`src/rtl/deaggregator.sv`:
```
// Splits wide words of up to FETCH_WIDTH lanes into a stream of DATA_WIDTH words.
// A two-entry buffer decouples the wide-word sender from the serial receiver.
module deaggregator #(
    parameter int DATA_WIDTH  = 8,
    parameter int FETCH_WIDTH = 6
) (
    input  logic                                 clk,
    input  logic                                 rst_n,
    input  logic [FETCH_WIDTH*DATA_WIDTH-1:0]    sender_data,
    input  logic                                 sender_enq,
    output logic                                 sender_full_n,
    output logic [DATA_WIDTH-1:0]                receiver_data,
    input  logic                                 receiver_full_n,
    output logic                                 receiver_enq,
    input  logic                                 change_fetch_width,
    input  logic [$clog2(FETCH_WIDTH+1)-1:0]     input_fetch_width
);

    localparam int IW = $clog2(FETCH_WIDTH + 1);
    localparam int WW = FETCH_WIDTH * DATA_WIDTH;

    logic [WW-1:0]         buf_q [2];
    logic                  wr_ptr_q, rd_ptr_q;
    logic [1:0]            count_q, count_d;
    logic [IW-1:0]         idx_q, idx_d;
    logic [IW-1:0]         active_q, active_d;
    logic [IW-1:0]         pend_w_q, pend_w_d;
    logic                  pend_q, pend_d;
    logic [IW-1:0]         req_w;
    logic                  do_wr, release_w;
    logic [DATA_WIDTH-1:0] lanes [FETCH_WIDTH];

    assign sender_full_n = (count_q != 2'd2);
    assign receiver_enq  = (count_q != 2'd0) && receiver_full_n;
    assign do_wr         = sender_enq && sender_full_n;
    assign release_w     = receiver_enq && (idx_q == active_q - IW'(1));

    genvar gi;
    generate
        for (gi = 0; gi < FETCH_WIDTH; gi++) begin : g_lane
            assign lanes[gi] = buf_q[rd_ptr_q][gi*DATA_WIDTH +: DATA_WIDTH];
        end
    endgenerate

    always_comb begin
        receiver_data = '0;
        if (idx_q < IW'(FETCH_WIDTH)) begin
            receiver_data = lanes[idx_q];
        end
    end

    // Requested width clamped into 1..FETCH_WIDTH.
    always_comb begin
        req_w = input_fetch_width;
        if (input_fetch_width == '0) begin
            req_w = IW'(1);
        end else if (input_fetch_width > IW'(FETCH_WIDTH)) begin
            req_w = IW'(FETCH_WIDTH);
        end
    end

    always_comb begin
        idx_d    = idx_q;
        count_d  = count_q;
        active_d = active_q;
        pend_w_d = pend_w_q;
        pend_d   = pend_q;

        if (receiver_enq) begin
            idx_d = release_w ? '0 : idx_q + IW'(1);
        end

        case ({do_wr, release_w})
            2'b10:   count_d = count_q + 2'd1;
            2'b01:   count_d = count_q - 2'd1;
            default: count_d = count_q;
        endcase

        // Switch widths only on a word boundary so a word in flight keeps its width.
        if (pend_q && (idx_d == '0)) begin
            active_d = pend_w_q;
            pend_d   = 1'b0;
        end
        if (change_fetch_width) begin
            pend_w_d = req_w;
            pend_d   = 1'b1;
        end
    end

    always_ff @(posedge clk or negedge rst_n) begin
        if (!rst_n) begin
            buf_q[0] <= '0;
            buf_q[1] <= '0;
        end else if (do_wr) begin
            buf_q[wr_ptr_q] <= sender_data;
        end
    end

    always_ff @(posedge clk or negedge rst_n) begin
        if (!rst_n) begin
            wr_ptr_q <= 1'b0;
            rd_ptr_q <= 1'b0;
            count_q  <= 2'd0;
            idx_q    <= '0;
            active_q <= IW'(FETCH_WIDTH);
            pend_w_q <= IW'(FETCH_WIDTH);
            pend_q   <= 1'b0;
        end else begin
            if (do_wr) begin
                wr_ptr_q <= ~wr_ptr_q;
            end
            if (release_w) begin
                rd_ptr_q <= ~rd_ptr_q;
            end
            count_q  <= count_d;
            idx_q    <= idx_d;
            active_q <= active_d;
            pend_w_q <= pend_w_d;
            pend_q   <= pend_d;
        end
    end

endmodule
```
`config.mk`:
```
export PLATFORM = sky130hd
export DESIGN_NAME = deaggregator
export DESIGN_NICKNAME = d
export VERILOG_FILES = /design/src/rtl/deaggregator.sv
export SDC_FILE = /design/constraint.sdc
export NUM_CORES = 1
export LEC_CHECK = 0
export CAP_MARGIN = 20
export CORE_MARGIN = 4
export CORE_UTILIZATION = 26
export CTS_CLUSTER_SIZE = 40
export DETAILED_ROUTE_END_ITERATION = 8
export PLACE_DENSITY_LB_ADDON = 0.1
export SLEW_MARGIN = 10
export SYNTH_ARGS = -nofsm -noshare
export SYNTH_HDL_FRONTEND = slang
export SYNTH_SLANG_ARGS = --single-unit
```
`constraint.sdc`:
```
create_clock -name clk -period 2.75 [get_ports clk]
set_input_delay 0.825 -clock clk [delete_from_list [all_inputs] [get_ports clk]]
set_output_delay 0.825 -clock clk [all_outputs]
set_load 0.05 [all_outputs]
```
==> run_results.csv, run 1 <==
group,metric,value,unit
route,route.detailed.drc,0,
placement,port_buffers,65,
grt,grt_pass1_wl,19900,um
synth,synth-seq-cells,110,
cells_and_area,stdcell_count,635,
sta,timing.slew.headroom,60.0,%
clock_tree,clock_transition_at_the_registers_of_the_reported_paths,70,ps
sta,layout_setup_ws,-51.6,ps
route,detailedRoute.firstPassIterationCount,4,
grt,grt_pass1_vias,3334,
power,ir_drop,0.516,mV
worst_setup_path,cells_along_the_critical_path,"buf_12, buf_12, mux4_2, a22oi_2, nand2_1, buf_6",
floorplan,boundary_pins,66,
floorplan,row_count,50,
power,seqPwrFrac,34.4,%
floorplan,die_height,147,um
flow_run,max_cap_violations,0,
worst_setup_path,worst_path_largest_cell_delay,530,ps
sta,fin_skew,6.60,ps
synth,syn-num-nets,382,
placement,postPlaceCellArea,6050,um2
placement,detailedPlacementHpwl,8400,um
synth,most_instantiated_library_cell_after_synthesis,"dfrtp_1",
synth,yosys.area.top_type_share,53.2,%
sta,finalMaxSlewViolations,0,
hold_path,hp-class,"in -> async",
placement,dp_slack,156,ps
cells_and_area,seq_area,2760,um2
floorplan,design.die.area,21500,um2
clock_tree,numClockSinks,110,
worst_setup_path,crit_arrival,1980,ps
grt,grtUsageTotal,12.1,%
clock_tree,ctsLongestPathBuffers,2,
cells_and_area,diodes,0,
synth,synth_cells,324,
clock_tree,cts-hold-fix-buffers,0,
sta,worstMarginPinSlew,597,ps
placement,gp_congestion,0.686,
synth,count_of_warnings_emitted_by_yosys,0,
power,relative_contribution_of_the_clock_network_to_total_power,14.5,%
synth,ys_async_sr_fraction,100,%
sta,timing.final.crit_period,2800,ps
synth,synth.yosys.seq_area_share,55.3,%
power,power.density_cell_area,1320,nW/um2
status,outcome,"finished, violations left",
synth,yosys-top-cells-area,"dfrtp_1, mux2_2, mux4_2",
cells_and_area,synthToLayoutAreaGrowth,29.2,%
cells_and_area,multi_input_area,2190,um2
worst_setup_path,crit_path_top_delay_cell,"mux4_2",
power,p_sw_share,36.1,%
cells_and_area,cell_area_after_layout,6440,um2
worst_setup_path,timing.critical_path.fanout_max,7,
synth,synth_area,4990,um2
clock_tree,cts-htree-levels,3,
clock_tree,cts-root-buf,"clkbuf_16",
power,power.combinational.fraction,51.1,%
worst_setup_path,crit_path_start_kind,"flop",
worst_setup_path,critPathRequiredTime,1930,ps
sta,setup_violating_endpoint_count_in_the_final_report,8,
clock_tree,clock_latency,350,ps
synth,synth_top_cells_by_count,"dfrtp_1, mux2_2, mux4_2, nand2_1, buf_2",
synth,synth.avg_cell_area,15.4,um2
route,drt-total-wl,12100,um
synth,synth_cell_type_count,33,
sta,clock.fmax,357,MHz
cells_and_area,layout.filler_cells,1839,
grt,grt_remaining_overflow,0,
worst_setup_path,worst-setup-path-type,"reg -> out",
cells_and_area,final_net_count,456,
sta,unrepaired_setup_endpoints_after_global_routing,"true",
cells_and_area,ratio_of_cells_with_drive_above_1_in_the_final_layout,46.4,%
route,wire_per_inst,19.0,um
route,routed_via_density,4.61,
route,detailedRoute.firstIterationViolations,105,
sta,final.period_utilization,102,%
power,net-switching-power,3.06,mW
placement,placed_cells,618,
worst_setup_path,worst_path_most_repeated_cell,"buf_12",
sta,report.final.hold_viol_count,0,
synth,count_of_flip_flops_with_a_built_in_enable_after_synthesis,0,
route,route.vias.total,2925,
power,leakagePower,2.62,nW
floorplan,die_width,147,um
clock_tree,cts_tree,"yes",
grt,antenna_violations_before_repair,0,
floorplan,floorplan.core_area,18800,um2
grt,grt_start_max_net_pins,49,
route,antenna_violation_net_count_after_detailed_routing,0,
power,p_int,5.42,mW
status,failed_checks,"negative setup slack",
worst_setup_path,critPathCaptureType,"primary output",
synth,synth_top_area_cell,"dfrtp_1",
synth,postSynth.topFlopCell,"dfrtp_1",
clock_tree,cts_made_buffers,9,
floorplan,initial_utilization,26.6,%
==> state kept, by name, summed over array words and instances (netlist names) <==
name / cells
pend_w_q: 3
count_q: 2
active_q: 3
pend_q: 1
idx_q: 3
rd_ptr_q: 1
buf_q: 96
wr_ptr_q: 1
==> worst max-delay path, delay by kind of cell (launching register included) <==
family          cells  cell delay, ps
compound gates      1             140
simple gates        1             110
mux                 1             530
flops               1             410
buf+inv             3             430
==> timing repair <==
action	in CTS	in global routing
buffers inserted	3	0
endpoints found under the hold margin	0	0
pin swaps	4	4
setup endpoints to repair	8	9
resized for setup	12	10
==> cell families after synthesis <==
family                   after synthesis  synth area share (%)
multiplexers                         127                  34.2
flip-flops                           110                  55.3
AO/OA/AOI/OAI                         18                  2.86
buffers and inverters                 23                  2.16
adder cells (fa/ha/maj)                3                 0.702
AND/OR/NAND/NOR                       36                  3.29
XOR/XNOR                               7                  1.53
==> through the flow <==
step	hold slack, ps	setup TNS, ps	util [%]	total power, mW
after floorplan	468	0	-	5.72
after global placement	482	0	32.3	7.05
after detailed placement	492	0	32.3	7.10
after CTS	446	-1170	34.2	8.60
after global routing	468	-1020	34.3	9.06
final	444	-241	34.3	8.49
==> cells in the final DEF, fill, tap and decap left out, types with 6 or more instances in the layout <==
cell / synthesis / final
clkdlybuf4s50_1: 0 / 54
xnor2_1: 6 / 6
nand2_1: 23 / 18
dfrtp_1: 106 / 105
mux2_2: 99 / 99
buf_12: 0 / 11
a22oi_2: 0 / 7
buf_6: 0 / 7
mux4_2: 24 / 24
clkbuf_16: 0 / 9
buf_4: 2 / 8
==> power groups by stage <==
stage / sequential (mW) / combinational [mW] / clock (mW)
2_1_floorplan: 2.75 / 2.97 / 0
5_1_grt: 3.03 / 4.66 / 1.37
6_report: 2.92 / 4.34 / 1.23
3_3_place_gp: 2.93 / 4.12 / 0
4_1_cts: 2.93 / 4.36 / 1.31
3_5_place_dp: 2.95 / 4.15 / 0
==> path summary, 6_finish.rpt <==
path                                          from                 endpoint  slack, ps  cells after the start
max in group asynchronous                    rst_n    buf_q[36]$_DFFE_PN0P_       1710                      2
min reg2reg                     pend_q$_DFFE_PN0P_       pend_q$_DFFE_PN0P_        500                      1
min                                          rst_n    buf_q[58]$_DFFE_PN0P_        440                      1
min in group clk                pend_q$_DFFE_PN0P_       pend_q$_DFFE_PN0P_        500                      1
max reg2reg                active_q[1]$_DFFE_PN1P_  active_q[2]$_DFFE_PN1P_        610                      6
max                           rd_ptr_q$_DFFE_PN0P_         receiver_data[2]        -50                      6
==> cell type report <==
cell class	instances	area share [%]
clock buffers	13	4.19
clock inverters	1	0.0777
inverters	5	0.291
multi-input cells	191	33.9
flip-flops and latches	110	42.8
well taps	234	4.54
repair buffers	81	14.2
==> layer usage <==
metal  track usage, %  up-vias  part of all wire (%)
li1                 -     1341                     -
met1             15.8     1533                    46
met2             19.9       41                    50
met3             3.10       10                   3.1
met4             3.67        0                   1.3
met5                0        -                     0
(Power assumes the default switching activity.)
==> run 2, diff against run 1 <==
--- a/config.mk
+++ b/config.mk
@@ -6,6 +6,7 @@
 export NUM_CORES = 1
 export LEC_CHECK = 0
 export CAP_MARGIN = 20
+export CORE_ASPECT_RATIO = 1.75
 export CORE_MARGIN = 4
 export CORE_UTILIZATION = 26
 export CTS_CLUSTER_SIZE = 40
==> run 2 against run 1 <==
Effect of this change:
- the flow still finishes with violations (negative setup slack)
- clock skew rose by 4.1 ps
- setup slack got worse by 49 ps
- clock power rose by 24%
- non-clock buffer count rose by 3
- sequential share of layout area fell by 0.59 points
- total power rose by 4.2%
- first-iteration DRC count fell by 23%
- die area rose by 0.41%
- sequential cell count did not move
- global-route usage barely moved
- register-to-register slack barely moved
==> run_results.csv, run 2 (same netlist as run 1, synthesis figures left out) <==
group,metric,value,unit
power,leakagePower,2.66,nW
clock_tree,cts_tree,"yes",
route,route.vias.total,2940,
cells_and_area,diodes,0,
flow_run,max_cap_violations,0,
floorplan,row_count,66,
grt,antenna_violations_before_repair,0,
route,detailedRoute.firstPassIterationCount,4,
placement,postPlaceCellArea,6000,um2
hold_path,hp-class,"in -> async",
cells_and_area,synthToLayoutAreaGrowth,31.0,%
floorplan,die_width,113,um
worst_setup_path,timing.critical_path.fanout_max,5,
sta,setup_violating_endpoint_count_in_the_final_report,8,
route,antenna_violation_net_count_after_detailed_routing,0,
route,detailedRoute.firstIterationViolations,81,
cells_and_area,largest_register_ffs,96,
status,outcome,"finished, violations left",
clock_tree,numClockSinks,110,
sta,fin_skew,10.7,ps
worst_setup_path,critPathRequiredTime,1930,ps
status,failed_checks,"negative setup slack",
cells_and_area,mostFrequentLayoutCell,"dfrtp_1",
clock_tree,clock_transition_at_the_registers_of_the_reported_paths,70,ps
cells_and_area,final_net_count,459,
floorplan,boundary_pins,66,
clock_tree,cts-htree-levels,3,
worst_setup_path,worst-setup-path-type,"reg -> out",
floorplan,die_height,191,um
cells_and_area,mostFrequentLayoutCells,"dfrtp_1, mux2_2, clkdlybuf4s50_1",
power,ir_drop,0.734,mV
clock_tree,cts_made_buffers,9,
clock_tree,cts-root-buf,"clkbuf_16",
worst_setup_path,crit_path_start_kind,"flop",
worst_setup_path,crit_arrival,2030,ps
floorplan,floorplan.core_area,18700,um2
placement,dp_slack,106,ps
sta,worstMarginPinSlew,591,ps
worst_setup_path,startpoint,"rd_ptr_q$_DFFE_PN0P_",
worst_setup_path,crit-reg2reg-launch,"idx_q[0]$_DFF_PN0_",
grt,grt_pass1_vias,3376,
clock_tree,ctsLongestPathBuffers,2,
sta,finalMaxSlewViolations,0,
route,drt-total-wl,12400,um
cells_and_area,regMostFlops,"buf_q",
floorplan,design.die.area,21600,um2
cells_and_area,ratio_of_cells_with_drive_above_1_in_the_final_layout,47.5,%
sta,unrepaired_setup_endpoints_after_global_routing,"true",
grt,grt_remaining_overflow,0,
grt,grtUsageTotal,12.1,%
placement,port_buffers,65,
floorplan,initial_utilization,26.6,%
placement,detailedPlacementHpwl,8770,um
clock_tree,clock_latency,350,ps
sta,layout_setup_ws,-100,ps
cells_and_area,stdcell_count,644,
power,power.density_cell_area,1350,nW/um2
sta,timing.final.crit_period,2850,ps
sta,report.final.hold_viol_count,0,
worst_setup_path,critPathCaptureType,"primary output",
clock_tree,cts-hold-fix-buffers,0,
cells_and_area,cell_area_after_layout,6530,um2
sta,hold_slack,437,ps
sta,timing.slew.headroom,60.4,%
route,wire_per_inst,19.3,um
sta,final.period_utilization,104,%
grt,grt_pass1_wl,19800,um
route,route.detailed.drc,0,
route,routed_via_density,4.57,
sta,clock.fmax,351,MHz
placement,gp_congestion,0.672,
placement,placed_cells,621,
grt,grt_start_max_net_pins,49,
## run 2: layout make-up
type | count | area [um2]
sequential | 110 | 2760
clock buffer | 9 | 225
multi-input combinational | 191 | 2190
clock inverter | 7 | 125
timing repair buffer | 84 | 917
inverter | 5 | 18.8
fill | 1840 | 12200
tap | 238 | 298
## run 2: worst paths after layout
path	endpoint	slack [ps]	depth (start not counted)
setup / recovery	receiver_data[1]	-100	6
hold / removal	buf_q[45]$_DFFE_PN0P_	440	1
setup reg to reg	active_q[2]$_DFFE_PN1P_	610	6
hold reg to reg	pend_q$_DFFE_PN0P_	500	1
max in group asynchronous	buf_q[68]$_DFFE_PN0P_	1600	2
min in group clk	pend_q$_DFFE_PN0P_	500	1
## run 2: worst max-delay path, cell delays in order (launching register included)
cell     delay, ps
dfrtp_2        410
buf_6          120
buf_12         110
mux4_2         540
a22oi_2        240
nand2_1        100
buf_6          160
## run 2: power breakdown
group          switching, mW  total [mW]  internal [mW]
registers              0.466        2.92           2.45
clock network          0.628        1.53          0.903
logic                   2.06        4.39           2.33
## run 2: timing repair
action	in CTS	in global routing
pin swaps	11	5
gates resized for setup	20	11
setup endpoints to repair	8	8
cloned	2	0
buffers inserted	5	1
## run 2: per-layer routing
layer	share of wire, %	routed length [um]	global-route usage [%]
met4	1.1	142	3.47
met1	42	5170	14.3
met3	2.2	280	2.06
met5	0	0	0
met2	55	6860	22.2
## run 2: metrics by stage
step / total power [mW] / utilization, % / TNS [ps]
2_1_floorplan: 5.72 / - / 0
3_3_place_gp: 6.96 / 32.0 / 0
6_report: 8.84 / 34.9 / -506
5_1_grt: 9.39 / 34.9 / -1070
3_5_place_dp: 7.03 / 32.0 / 0
4_1_cts: 8.96 / 34.7 / -979
